===== config.mk =====
export PLATFORM = sky130hd
export DESIGN_NAME = reset_sequencer
export DESIGN_NICKNAME = d
export VERILOG_FILES = /design/src/rtl/reset_sequencer.sv
export SDC_FILE = /design/constraint.sdc
export NUM_CORES = 1
export LEC_CHECK = 0
export BUFFER_PORTS_ARGS = -buffer_cell sky130_fd_sc_hd__buf_4
export CAP_MARGIN = 0
export CORE_MARGIN = 2
export CORE_UTILIZATION = 45
export CTS_BUF_LIST = sky130_fd_sc_hd__clkbuf_4
export CTS_CLUSTER_DIAMETER = 30
export DETAILED_ROUTE_END_ITERATION = 16
export HOLD_SLACK_MARGIN = 0.05
export PLACE_DENSITY = 0.72
export REMOVE_ABC_BUFFERS = 1
export SLEW_MARGIN = 20
export SYNTH_ARGS = -nofsm -noshare
export SYNTH_HDL_FRONTEND = slang
export SYNTH_SLANG_ARGS = --single-unit

===== constraint.sdc =====
create_clock -name clk -period 3.9 [get_ports clk]
set_input_delay 0.195 -clock clk [delete_from_list [all_inputs] [get_ports clk]]
set_output_delay 0.195 -clock clk [all_outputs]
set_load 0.1 [all_outputs]

===== src/rtl/reset_sequencer.sv =====
// reset_sequencer: central reset generator.
// Synchronizes the release of the board reset, then releases the per-domain
// resets one at a time (bit 0 first) with HOLD_CYCLES clocks between releases.
// A synchronous software reset restarts the release sequence without going
// through the synchronizer. All outputs are registered.
module reset_sequencer #(
  parameter int NUM_STAGES  = 3,
  parameter int HOLD_CYCLES = 4,
  parameter int SYNC_STAGES = 2
) (
  input  logic                  clk,
  input  logic                  rst,
  input  logic                  sw_rst_req,
  output logic [NUM_STAGES-1:0] rst_out,
  output logic                  busy,
  output logic                  done,
  output logic [7:0]            sw_rst_count
);

  localparam int CW = (HOLD_CYCLES > 1) ? $clog2(HOLD_CYCLES) : 1;
  localparam int IW = $clog2(NUM_STAGES + 1);

  typedef enum logic [1:0] {S_SYNC, S_WAIT, S_RUN} state_t;

  state_t                  state_q, state_d;
  logic [SYNC_STAGES-1:0]  sync_q, sync_d;
  logic [CW-1:0]           cnt_q, cnt_d;
  logic [IW-1:0]           idx_q, idx_d;
  logic [NUM_STAGES-1:0]   rst_out_q, rst_out_d;
  logic                    busy_q, busy_d;
  logic                    done_q, done_d;
  logic [7:0]              swcnt_q, swcnt_d;

  // State register; board reset forces every output to its reset value at once.
  always_ff @(posedge clk or posedge rst) begin
    if (rst) begin
      state_q   <= S_SYNC;
      sync_q    <= '0;
      cnt_q     <= '0;
      idx_q     <= '0;
      rst_out_q <= '1;
      busy_q    <= 1'b1;
      done_q    <= 1'b0;
      swcnt_q   <= '0;
    end else begin
      state_q   <= state_d;
      sync_q    <= sync_d;
      cnt_q     <= cnt_d;
      idx_q     <= idx_d;
      rst_out_q <= rst_out_d;
      busy_q    <= busy_d;
      done_q    <= done_d;
      swcnt_q   <= swcnt_d;
    end
  end

  // Next-state: synchronizer, hold counter, ordered release, software restart.
  always_comb begin
    state_d   = state_q;
    cnt_d     = cnt_q;
    idx_d     = idx_q;
    rst_out_d = rst_out_q;
    swcnt_d   = swcnt_q;
    done_d    = 1'b0;
    // A 1 marches through the chain once rst is gone; it saturates at all ones.
    sync_d    = {sync_q[SYNC_STAGES-2:0], 1'b1};

    case (state_q)
      S_SYNC: begin
        // Leave on the edge where the last synchronizer flop first goes high.
        if (sync_d[SYNC_STAGES-1] && !sync_q[SYNC_STAGES-1]) begin
          state_d = S_WAIT;
          cnt_d   = '0;
        end
      end
      S_WAIT: begin
        if (cnt_q == CW'(HOLD_CYCLES - 1)) begin
          cnt_d = '0;
          idx_d = idx_q + 1'b1;
          for (int i = 0; i < NUM_STAGES; i++) begin
            if (idx_q == IW'(i)) rst_out_d[i] = 1'b0;
          end
          if (idx_q == IW'(NUM_STAGES - 1)) begin
            state_d = S_RUN;
            done_d  = 1'b1;
          end
        end else begin
          cnt_d = cnt_q + 1'b1;
        end
      end
      S_RUN: begin
        rst_out_d = '0;
      end
      default: begin
        state_d = S_SYNC;
      end
    endcase

    // Software reset wins over a coinciding final release (no done pulse).
    if (sw_rst_req && (state_q != S_SYNC)) begin
      state_d   = S_WAIT;
      rst_out_d = '1;
      cnt_d     = '0;
      idx_d     = '0;
      done_d    = 1'b0;
      if (swcnt_q != 8'hFF) swcnt_d = swcnt_q + 8'd1;
    end

    busy_d = |rst_out_d;
  end

  assign rst_out      = rst_out_q;
  assign busy         = busy_q;
  assign done         = done_q;
  assign sw_rst_count = swcnt_q;

endmodule

* Yosys cells after proc, flatten, opt, wreduce, memory -nomap -nowiden *
Cells that the tools add are included.

storage, ports and cells
  bits in registers = 21
  input bits = 3
  output and inout bits = 13
  word-level logic and storage cells = 57

cells by class
  add/sub/neg operators = 3
  equal/unequal tests = 10
  multiplexer cells = 22
  reduce and logical (&&, ||, !) cells = 14

operators by type and width
  cell                                                              count
  2-bit 2-to-1 mux                                                  10
  3-bit inequality test (second input constant)                     3
  8-bit by 1-bit adder with 8-bit output (second input constant)    1
  8-bit inequality test (second input constant)                     1
  1-bit 2-to-1 mux                                                  7
  2-bit == test (second input constant)                             3
  3-bit 2-to-1 mux                                                  2
  2-bit case mux with 3 select lines                                1
  3-bit case mux with 2 select lines                                1
  2-bit AND reduction                                               3
  2-bit nonzero test                                                3
  2-bit by 1-bit adder with 2-bit output (second input constant)    2
  2-bit by 1-bit == test with 1-bit output (second input constant)  2
  2-bit logical NOT                                                 2
  2-bit case mux with 2 select lines                                1
  4-bit AND reduction                                               1
  3-bit nonzero test                                                1
  3-bit OR reduction                                                1
  1-bit logical AND                                                 2
  2-bit inequality test (second input constant)                     1
  1-bit logical NOT                                                 1

* Longest topological paths before layout *
Gate-level depths: netlist of run 1.

  depth after elaboration = 6
  mapped depth = 8
  mapped depth without buffers = 6

* Worst setup path after synthesis of run 1 *
Ideal clock, no wire load.

  kind = register to register
  start point = register swcnt_q[0], in the netlist sw_rst_count[0]
  end point = register swcnt_q[1], in the netlist sw_rst_count[1]
  library setup time = 0.126 ns
  data arrival time = 2.114 ns
  data required time = 3.774 ns
  path slack = 1.660 ns
  stages on the path, launching flop included = 6
  path buffers = 0
  clock period less this slack = 2.240 ns
  path through = dfrtp_1 ha_1 and4_4 nand4_2 nand2_1 mux2_2

on the way
  word-level cells in the longest chain between the ends = 2
  elaborated cells on any way between the ends = 3
  classes of those cells = add/sub: 1; eq/ne: 1; reduce/logical: 1

ends and longest elaborated chain
  what                                                                            line  source
  start, declared                                                                 32    logic [7:0] swcnt_q, swcnt_d;
  start signal, assigned                                                          53    swcnt_q <= swcnt_d;
  branches (longest 2 deep; another with 8-bit by 1-bit adder with 8-bit output)  n/a

Parallel ways; which one is timed is not known.
A chain may end at the register's enable or synchronous reset.

* Worst setup path after layout of run 1 *
  start point = register state_q[0]
  end point = register swcnt_q[1], in the netlist sw_rst_count[1]

on the way
  word-level cells in the longest chain between the ends = 3

ends and longest elaborated chain
  what                                  line  source
  start, declared                       25    state_t state_q, state_d;
  start signal, assigned                46    state_q <= state_d;
  2-bit nonzero test                    100   if (sw_rst_req && (state_q != S_SYNC)) begin
  1-bit logical AND                     100
  2-bit AND reduction (no source line)  n/a

Every way passes these cells.

==> flow_summary.ini, run 1 <==
[run_status]
status = completed

[min_path]
holdPathStages = 4
min_delay_worst_endpoint = cnt_q[0]
hp-class = in2reg
hold_path.startpoint = sw_rst_req

[clocking]
tritoncts = built
cts_hold_buffers = 1
cts.sinks = 21
cts_resized = 0
insertion_delay_to_the_later_sink_of_the_worst_skew_pair_ns = 0.30
cts_htree_levels = 1
cts-buffers-inserted = 3
max-clock-path-buffers = 2
cts_post_setup_buffers_inserted = 0
clockRootBuffer = sky130_fd_sc_hd__clkbuf_4
clk_transition_reported_paths_ns = 0.11

[global_routing]
grt_start_max_net_pins = 22
grt_first_pass_wirelength_um = 2950
initial_antenna_violation_count = 0
first_global_vias = 693
globalRoute.totalOverflow = 0
grtUsageTotal_pct = 14.6

[routing]
wirelength_um = 1760
route.detailed.drc = 0
dr.pass1.iters = 4
route.detailed.vias_per_inst = 5.16
vias = 748
drt_iter0_drc = 19
post_drt_wl_per_cell_um = 12.1
drtAntennaViolNets = 0

[sta]
finalCriticalPeriod_ns = 1.91
slew_violations = 0
relSlewSlack_pct = 48.3
fin_tns_setup_ns = 0
layout_worst_path_cycle_share_pct = 49.0
fin_worst_skew_ns = 0.00647
setup-violations-final = 0
max_slew.worst_pin.slew_ns = 0.775
final_hold_viol_count = 0
grt_setup_unrepaired = no
highest_clock_rate_mhz = 523

[critical_path]
worst_r2r_path_depth = 5
critical_path_class = reg2reg
setup.reg_to_reg.worst_slack_ns = 1.99
crit_path_start_kind = register
timing.critical_path.arrival_ns = 2.12
critPathRequiredTime_ns = 4.10
critPathMaxFanout = 10
worst_r2r_endpoint = sw_rst_count[1]
r2r-start = state_q[0]
worst_setup_path_end_kind = register

[floorplan]
die-area_um2 = 2760
starting_density_pct = 47.9
chipHeight_um = 52.5
cell_rows = 17
core_area_um2 = 2210
ios = 16
die_width_um = 52.5

[yosys]
ys.flop_type = sky130_fd_sc_hd__dfrtp_1
asyncSetResetFlopFracSynth_pct = 100
most_repeated_cell_in_the_gate_level_netlist_after_synthesis = sky130_fd_sc_hd__dfrtp_1
syn_area_per_cell_um2 = 10.6
synthesis.area_um2 = 1060
synth.largest_area_cell = sky130_fd_sc_hd__dfrtp_1
synth_sequential_area_ratio_pct = 50.1
post_synth_most_frequent_cells = 17 x sky130_fd_sc_hd__dfrtp_1, 9 x sky130_fd_sc_hd__inv_1, 9 x sky130_fd_sc_hd__nand2_1
yosys.area.top_type_share_pct = 40.1
synth-edff-count = 0
post_synth_inst_count = 100
synth_top_cells_by_area = sky130_fd_sc_hd__dfrtp_1 40%, sky130_fd_sc_hd__dfstp_2 9.9%, sky130_fd_sc_hd__ha_1 9.4%
yosysWarnings = 0
total_of_flip_flops_plus_latches_after_synthesis = 21
synth_cell_types = 33

[final_layout]
area_growth_syn_to_layout_pct = 15.5
layout-drive-gt1-share_pct = 23.9
post-route-util_pct = 55.3
n_diodes = 0
layout_net_count = 129
post_layout_nonfiller_instances = 145

[job]
max_cap_violations = 0

[placement]
gp_congestion = 0.778
placement.io_buffers = 15
place.detailed.hpwl_um = 1330
numPlacedInstances = 140
-- how the worst max path moves through the flow --
| stage | startpoint | end | cells past startpoint |
|---|---|---|---|
| after floorplan | sw_rst_count[0] | sw_rst_count[1] | 5 |
| after detailed placement | state_q[0] | sw_rst_count[1] | 5 |
| final | state_q[0] | sw_rst_count[1] | 5 |
| after global placement | state_q[0] | sw_rst_count[1] | 5 |
| after global routing | state_q[0] | sw_rst_count[1] | 5 |
| after CTS | state_q[0] | sw_rst_count[1] | 5 |
-- metrics by stage --
step	worst slack, ns	hold slack, ns	cell area, um^2
after floorplan	1.66	0.169	1040
after global placement	2.09	0.363	1180
after detailed placement	2.01	0.372	1180
after CTS	1.99	0.241	1220
after global routing	1.80	0.257	1220
final	1.99	0.253	1220
-- cells in the final DEF, fill, tap and decap left out, types with 4 or more instances in the layout --
master	instances
sky130_fd_sc_hd__dfrtp_1	17
sky130_fd_sc_hd__buf_4	15
sky130_fd_sc_hd__nand2_1	9
sky130_fd_sc_hd__inv_1	9
sky130_fd_sc_hd__ha_1	8
sky130_fd_sc_hd__o21ai_0	7
sky130_fd_sc_hd__a21oi_1	5
sky130_fd_sc_hd__nor2_1	4
sky130_fd_sc_hd__nand3_1	4
sky130_fd_sc_hd__dfstp_2	4
sky130_fd_sc_hd__clkbuf_4	4
-- cells by family after synthesis --
family	after synthesis	share of synthesized area, %
buffers and inverters	12	5.43
other	1	0.354
AO/OA/AOI/OAI	21	12.9
multiplexers	3	3.07
flip-flops	21	50.1
adder cells (fa/ha/maj)	8	9.45
XOR/XNOR	3	2.48
AND/OR/NAND/NOR	31	16.3
-- sequential cells by signal, indices dropped and copies added (netlist names) --
| name | count |
|---|---|
| busy | 1 |
| cnt_q | 2 |
| done | 1 |
| idx_q | 2 |
| rst_out | 3 |
| state_q | 2 |
| sw_rst_count | 8 |
| sync_q | 2 |
-- routing by layer --
metal / global-route usage (%) / vias up / share of wire [%] / wire length (um)
met5: 0 / - / 0 / 0
met1: 19.2 / 352 / 48 / 851
li1: - / 381 / - / -
met3: 2.86 / 4 / 3.0 / 52
met4: 7.69 / 0 / 1.4 / 25
met2: 22.7 / 11 / 47 / 825
-- layout make-up --
class	instances	area, um^2
flip-flops and latches	21	531
multi-input cells	67	472
clock buffers	4	30.0
well taps	28	35.0
fillers	214	988
repair buffers	16	123
inverters	9	33.8
-- critical path, stage by stage, from the launching register on --
cell	delay, ns
sky130_fd_sc_hd__dfrtp_1	0.36
sky130_fd_sc_hd__inv_1	0.07
sky130_fd_sc_hd__ha_1	0.29
sky130_fd_sc_hd__nor2b_1	0.58
sky130_fd_sc_hd__nand2_1	0.20
sky130_fd_sc_hd__mux2_2	0.31
Power of run 1 is not shown: default switching activity piles up to over one toggle a cycle in this logic, so the estimate is an artifact.
==> run 2, diff against run 1 <==
--- a/config.mk
+++ b/config.mk
@@ -5,6 +5,7 @@
 export SDC_FILE = /design/constraint.sdc
 export NUM_CORES = 1
 export LEC_CHECK = 0
+export ABC_AREA = 1
 export BUFFER_PORTS_ARGS = -buffer_cell sky130_fd_sc_hd__buf_4
 export CAP_MARGIN = 0
 export CORE_MARGIN = 2
@@ -13,7 +14,7 @@
 export CTS_CLUSTER_DIAMETER = 30
 export DETAILED_ROUTE_END_ITERATION = 16
 export HOLD_SLACK_MARGIN = 0.05
-export PLACE_DENSITY = 0.72
+export PLACE_DENSITY = 0.75
 export REMOVE_ABC_BUFFERS = 1
 export SLEW_MARGIN = 20
 export SYNTH_ARGS = -nofsm -noshare
==> constraint.sdc (replaced) <==
create_clock -name clk -period 1.5 [get_ports clk]
set_input_delay 0.075 -clock clk [delete_from_list [all_inputs] [get_ports clk]]
set_output_delay 0.075 -clock clk [all_outputs]
set_load 0.1 [all_outputs]
==> flow_summary.ini, run 2 <==
[final_layout]
n_diodes = 0
mostFrequentLayoutCells = 58 x sky130_fd_sc_hd__nand2_1, 17 x sky130_fd_sc_hd__dfrtp_1, 17 x sky130_fd_sc_hd__buf_4, 14 x sky130_fd_sc_hd__inv_1, 7 x sky130_fd_sc_hd__ha_1
fillCellCount = 226
area_growth_syn_to_layout_pct = 18.9
layout-drive-gt1-share_pct = 23.0
largest_register_ffs = 8
design_area_um2 = 1350
layout.cells.most_common = sky130_fd_sc_hd__nand2_1
layout_net_count = 173

[floorplan]
chipHeight_um = 54.2
die-area_um2 = 2940
die_width_um = 54.2
cell_rows = 18
starting_density_pct = 46.7
ios = 16
core_area_um2 = 2430

[placement]
placement.io_buffers = 15
dpl_cell_area_um2 = 1290
gp_congestion = 0.762
place.detailed.hpwl_um = 1630

[yosys]
syn_area_per_cell_um2 = 8.17
synth.largest_area_cell = sky130_fd_sc_hd__dfrtp_1
synth_sequential_area_ratio_pct = 46.7
post_synth_inst_count = 139
synth_cell_types = 24
asyncSetResetFlopFracSynth_pct = 100
synth_top_cells_by_area = sky130_fd_sc_hd__dfrtp_1 37%, sky130_fd_sc_hd__nand2_1 19%, sky130_fd_sc_hd__dfstp_2 9.3%
total_of_flip_flops_plus_latches_after_synthesis = 21
ys.flop_type = sky130_fd_sc_hd__dfrtp_1
synth-edff-count = 0
synthesis.area_um2 = 1140
post_synth_most_frequent_cells = 58 x sky130_fd_sc_hd__nand2_1, 17 x sky130_fd_sc_hd__dfrtp_1, 14 x sky130_fd_sc_hd__inv_1
yosysWarnings = 0
most_repeated_cell_in_the_gate_level_netlist_after_synthesis = sky130_fd_sc_hd__nand2_1
yosys.area.top_type_share_pct = 37.4

[clocking]
cts.sinks = 21
clk_transition_reported_paths_ns = 0.12
insertion_delay_to_the_later_sink_of_the_worst_skew_pair_ns = 0.31
cts-buffers-inserted = 3
cts_htree_levels = 1
clockRootBuffer = sky130_fd_sc_hd__clkbuf_4
tritoncts = built
max-clock-path-buffers = 2

[critical_path]
slowest_stage = sky130_fd_sc_hd__dfrtp_1
worst_r2r_path_depth = 7
setup.reg_to_reg.worst_slack_ns = 0.09
crit_path_cell_trace = inv_1 > ha_1 > nor2_4 > buf_4 > nand3_1 > nand2_1 > nand2_1
worst_r2r_endpoint = sw_rst_count[5]
maximum_cell_stage_delay_along_the_critical_path_ns = 0.39
worst_setup_path_end_kind = register
cp_common_cell = sky130_fd_sc_hd__nand2_1
critical_path_class = reg2reg
bufs_and_invs_on_worst_path = 2
r2r-start = state_q[0]
timing.critical_path.arrival_ns = 1.63
critPathMaxFanout = 6
critPathRequiredTime_ns = 1.72
crit_family = simple AND/OR/NAND/NOR gates
crit_path_start_kind = register

[routing]
route.detailed.vias_per_inst = 4.91
vias = 938
drt_iter0_drc = 11
route.detailed.drc = 0
wirelength_um = 2220
post_drt_wl_per_cell_um = 11.6
dr.pass1.iters = 4
drtAntennaViolNets = 0

[sta]
layout_worst_path_cycle_share_pct = 93.9
highest_clock_rate_mhz = 710
finalCriticalPeriod_ns = 1.41
fin_worst_skew_ns = 0.00572
final_hold_viol_count = 0
setup-violations-final = 0
slew_violations = 0

[min_path]
holdPathStages = 4
hp-class = in2reg
hold_path.startpoint = sw_rst_req
min_delay_worst_endpoint = state_q[0]

[global_routing]
grt_first_pass_wirelength_um = 3480
initial_antenna_violation_count = 0
grtUsageTotal_pct = 16.6
first_global_vias = 831
grt_start_max_net_pins = 22
globalRoute.totalOverflow = 0

[run_status]
status = completed

[job]
max_cap_violations = 0
run 2: changes by cell type after synthesis, sizes merged, moves of 2 or more:
cell,delta
a21boi,-3
nand2b,-2
nand4,-2
nor2,+5
nand2,+52
nand3,+2
mux2,-2
buf,-3
inv,+7
a21oi,-3
run 2: worst register-to-register path, delay by kind of cell (launching register included):
| kind | cells | cell delay [ns] |
|---|---|---|
| AND/OR/NAND/NOR | 4 | 0.44 |
| buffers and inverters | 2 | 0.25 |
| adder cells (fa/ha/maj) | 1 | 0.24 |
| flip-flops | 1 | 0.39 |
run 2: layer usage:
metal | part of all wire (%) | global-route usage, %
met1 | 46 | 20.5
met2 | 48 | 27.7
met3 | 3.4 | 3.55
met4 | 2.3 | 7.50
met5 | 0 | 0
run 2: through the flow:
stage / setup TNS [ns] / hold WS, ns / util [%] / instances / setup slack (ns)
after global placement: 0 / 0.126 / 53.2 / 185 / 0.124
after detailed placement: 0 / 0.130 / 53.2 / 185 / 0.0880
after floorplan: -3.46 / 0.0486 / - / 139 / -0.450
final: 0 / 0.151 / 55.6 / 191 / 0.0908
after global routing: -0.0263 / 0.168 / 55.6 / 191 / -0.0221
after CTS: 0 / 0.103 / 54.7 / 190 / 0.0581
run 2: how the worst max path moves through the flow:
| stage | slack [ns] | depth (start not counted) | from | endpoint |
|---|---|---|---|---|
| after floorplan | -0.45 | 8 | sw_rst_count[1] | sw_rst_count[4] |
| after global placement | 0.12 | 5 | state_q[0] | cnt_q[1] |
| after detailed placement | 0.09 | 6 | state_q[0] | cnt_q[1] |
| after CTS | 0.06 | 6 | state_q[0] | cnt_q[1] |
| after global routing | -0.02 | 6 | state_q[0] | cnt_q[1] |
| final | 0.09 | 7 | state_q[0] | sw_rst_count[5] |
run 2: repair_timing:
action / 4_1_cts / 5_1_grt
hold buffers: 1 / 0
resized for setup: 0 / 4
setup endpoints to repair: 0 / 5
hold endpoints to repair: 21 / 0
buffers inserted: 0 / 1
run 2: area by class of cell:
cell class	count	area, um^2	area share, %
multi-input cells	102	556	41.1
flip-flops and latches	21	531	39.3
repair buffers	18	138	10.2
inverters	16	62.6	4.63
well taps	30	37.5	2.78
clock buffers	3	22.5	1.67
clock inverters	1	5.00	0.370
run 2: cell families (layout without fill, tap and decap cells):
group,Yosys count,after routing,synth area share [%]
other,1,1,0.330
XOR/XNOR,3,3,2.31
AO/OA/AOI/OAI,9,9,3.96
adder cells (fa/ha/maj),8,8,8.81
flip-flops,21,21,46.7
buffers and inverters,16,38,5.51
AND/OR/NAND/NOR,81,81,32.4
Power of run 2 is left out for the same reason.
==> run 3, diff against run 2 <==
--- a/config.mk
+++ b/config.mk
@@ -16,6 +16,7 @@
 export HOLD_SLACK_MARGIN = 0.05
 export PLACE_DENSITY = 0.75
 export REMOVE_ABC_BUFFERS = 1
+export SETUP_SLACK_MARGIN = 0.15
 export SLEW_MARGIN = 20
 export SYNTH_ARGS = -nofsm -noshare
 export SYNTH_HDL_FRONTEND = slang
==> flow_summary.ini, run 3 (same netlist as run 2, synthesis figures left out) <==
[placement]
numPlacedInstances = 185
gp_congestion = 0.762
place.detailed.hpwl_um = 1630
placement.io_buffers = 15

[routing]
wirelength_um = 2380
drtAntennaViolNets = 0
route.detailed.drc = 0
post_drt_wl_per_cell_um = 12.1
vias = 956
drt_iter0_drc = 15
dr.pass1.iters = 4
route.detailed.vias_per_inst = 4.85

[global_routing]
grt_start_max_net_pins = 22
initial_antenna_violation_count = 0
globalRoute.totalOverflow = 0
first_global_vias = 868
grt_first_pass_wirelength_um = 3760
grtUsageTotal_pct = 18.2

[sta]
finalCriticalPeriod_ns = 1.29
grt_setup_unrepaired = yes
setup-violations-final = 0
final_hold_viol_count = 0
layout_worst_path_cycle_share_pct = 86.1
fin_worst_skew_ns = 0.00609
highest_clock_rate_mhz = 774
slew_violations = 0

[floorplan]
cell_rows = 18
die-area_um2 = 2940
die_width_um = 54.2
ios = 16
starting_density_pct = 46.7
chipHeight_um = 54.2
core_area_um2 = 2430

[final_layout]
post_layout_nonfiller_instances = 197
layout-drive-gt1-share_pct = 32.3
layout.cells.most_common = sky130_fd_sc_hd__nand2_1
largest_register_ffs = 8
mostFrequentLayoutCells = 56 x sky130_fd_sc_hd__nand2_1, 23 x sky130_fd_sc_hd__buf_4, 17 x sky130_fd_sc_hd__dfrtp_1, 10 x sky130_fd_sc_hd__inv_1, 6 x sky130_fd_sc_hd__nand3_1
layout_net_count = 179
n_diodes = 0
fillCellCount = 217
area_growth_syn_to_layout_pct = 28.0

[critical_path]
bufs_and_invs_on_worst_path = 1
critical_path_class = reg2reg
critPathRequiredTime_ns = 1.74
timing.critical_path.arrival_ns = 1.53
critPathMaxFanout = 4
slowest_stage = sky130_fd_sc_hd__dfrtp_1
maximum_cell_stage_delay_along_the_critical_path_ns = 0.40
crit_family = flip-flops
worst_setup_path_end_kind = register
crit_path_cell_trace = inv_2 > ha_4 > or2_4 > o21ai_4 > nand2_1 > o21ai_1
crit_path_start_kind = register

[clocking]
cts-buffers-inserted = 3
clockRootBuffer = sky130_fd_sc_hd__clkbuf_4
tritoncts = built
insertion_delay_to_the_later_sink_of_the_worst_skew_pair_ns = 0.31
max-clock-path-buffers = 2
cts_htree_levels = 1
cts.sinks = 21
clk_transition_reported_paths_ns = 0.12

[min_path]
hp-class = in2reg

[job]
max_cap_violations = 0

[run_status]
status = completed
run 3: repair_timing:
action,in CTS,in global routing
hold buffers,1,0
pin swaps,1,8
gates resized for setup,6,17
gates cloned,0,0
hold endpoints to repair,21,0
buffers inserted,4,3
setup endpoints to repair,13,14
run 3: worst register-to-register path, delay by kind of cell, from the launching register on:
kind / cells / cell delay [ns]
AO/OA/AOI/OAI: 2 / 0.25
buffers and inverters: 1 / 0.08
flip-flops: 1 / 0.40
adder cells (fa/ha/maj): 1 / 0.17
AND/OR/NAND/NOR: 2 / 0.33
run 3: final cells by class:
cell class / count / area (um^2) / share of cell area [%]
Timing Repair Buffer: 24 / 183 / 12.6
Inverter: 16 / 62.6 / 4.30
Clock inverter: 1 / 5.00 / 0.344
Sequential cell: 21 / 531 / 36.5
Clock buffer: 3 / 22.5 / 1.55
Tap cell: 30 / 37.5 / 2.58
Multi-Input combinational cell: 102 / 613 / 42.2
run 3: per-layer routing:
metal / vias to the layer above / global-route usage (%) / routed length [um]
met1: 452 / 21.4 / 1090
met3: 5 / 3.55 / 77
li1: 483 / - / -
met2: 16 / 32.1 / 1180
met4: 0 / 7.50 / 35
met5: - / 0 / 0
run 3: worst paths after layout:
kind / startpoint / endpoint / slack (ns) / cells past startpoint
worst max-delay path: state_q[1] / cnt_q[1] / 0.21 / 6
worst min-delay path: sw_rst_req / state_q[0] / 0.14 / 4
worst max register to register: state_q[1] / cnt_q[1] / 0.21 / 6
worst min register to register: sync_q[0] / sync_q[1] / 0.41 / 0
max in group asynchronous: rst / busy / 0.88 / 4
min in group asynchronous: rst / state_q[0] / 0.35 / 4
run 3: metrics by stage:
stage / hold WS (ns) / setup TNS [ns] / instance area [um^2] / worst slack (ns) / utilization [%]
floorplan: 0.0486 / -3.46 / 1140 / -0.450 / -
CTS: 0.123 / 0 / 1380 / 0.123 / 56.7
global placement: 0.126 / 0 / 1290 / 0.124 / 53.2
global route: 0.144 / 0 / 1450 / 0.112 / 59.8
finish: 0.140 / 0 / 1450 / 0.208 / 59.8
detailed placement: 0.130 / 0 / 1290 / 0.0880 / 53.2
Power of run 3 is left out for the same reason.
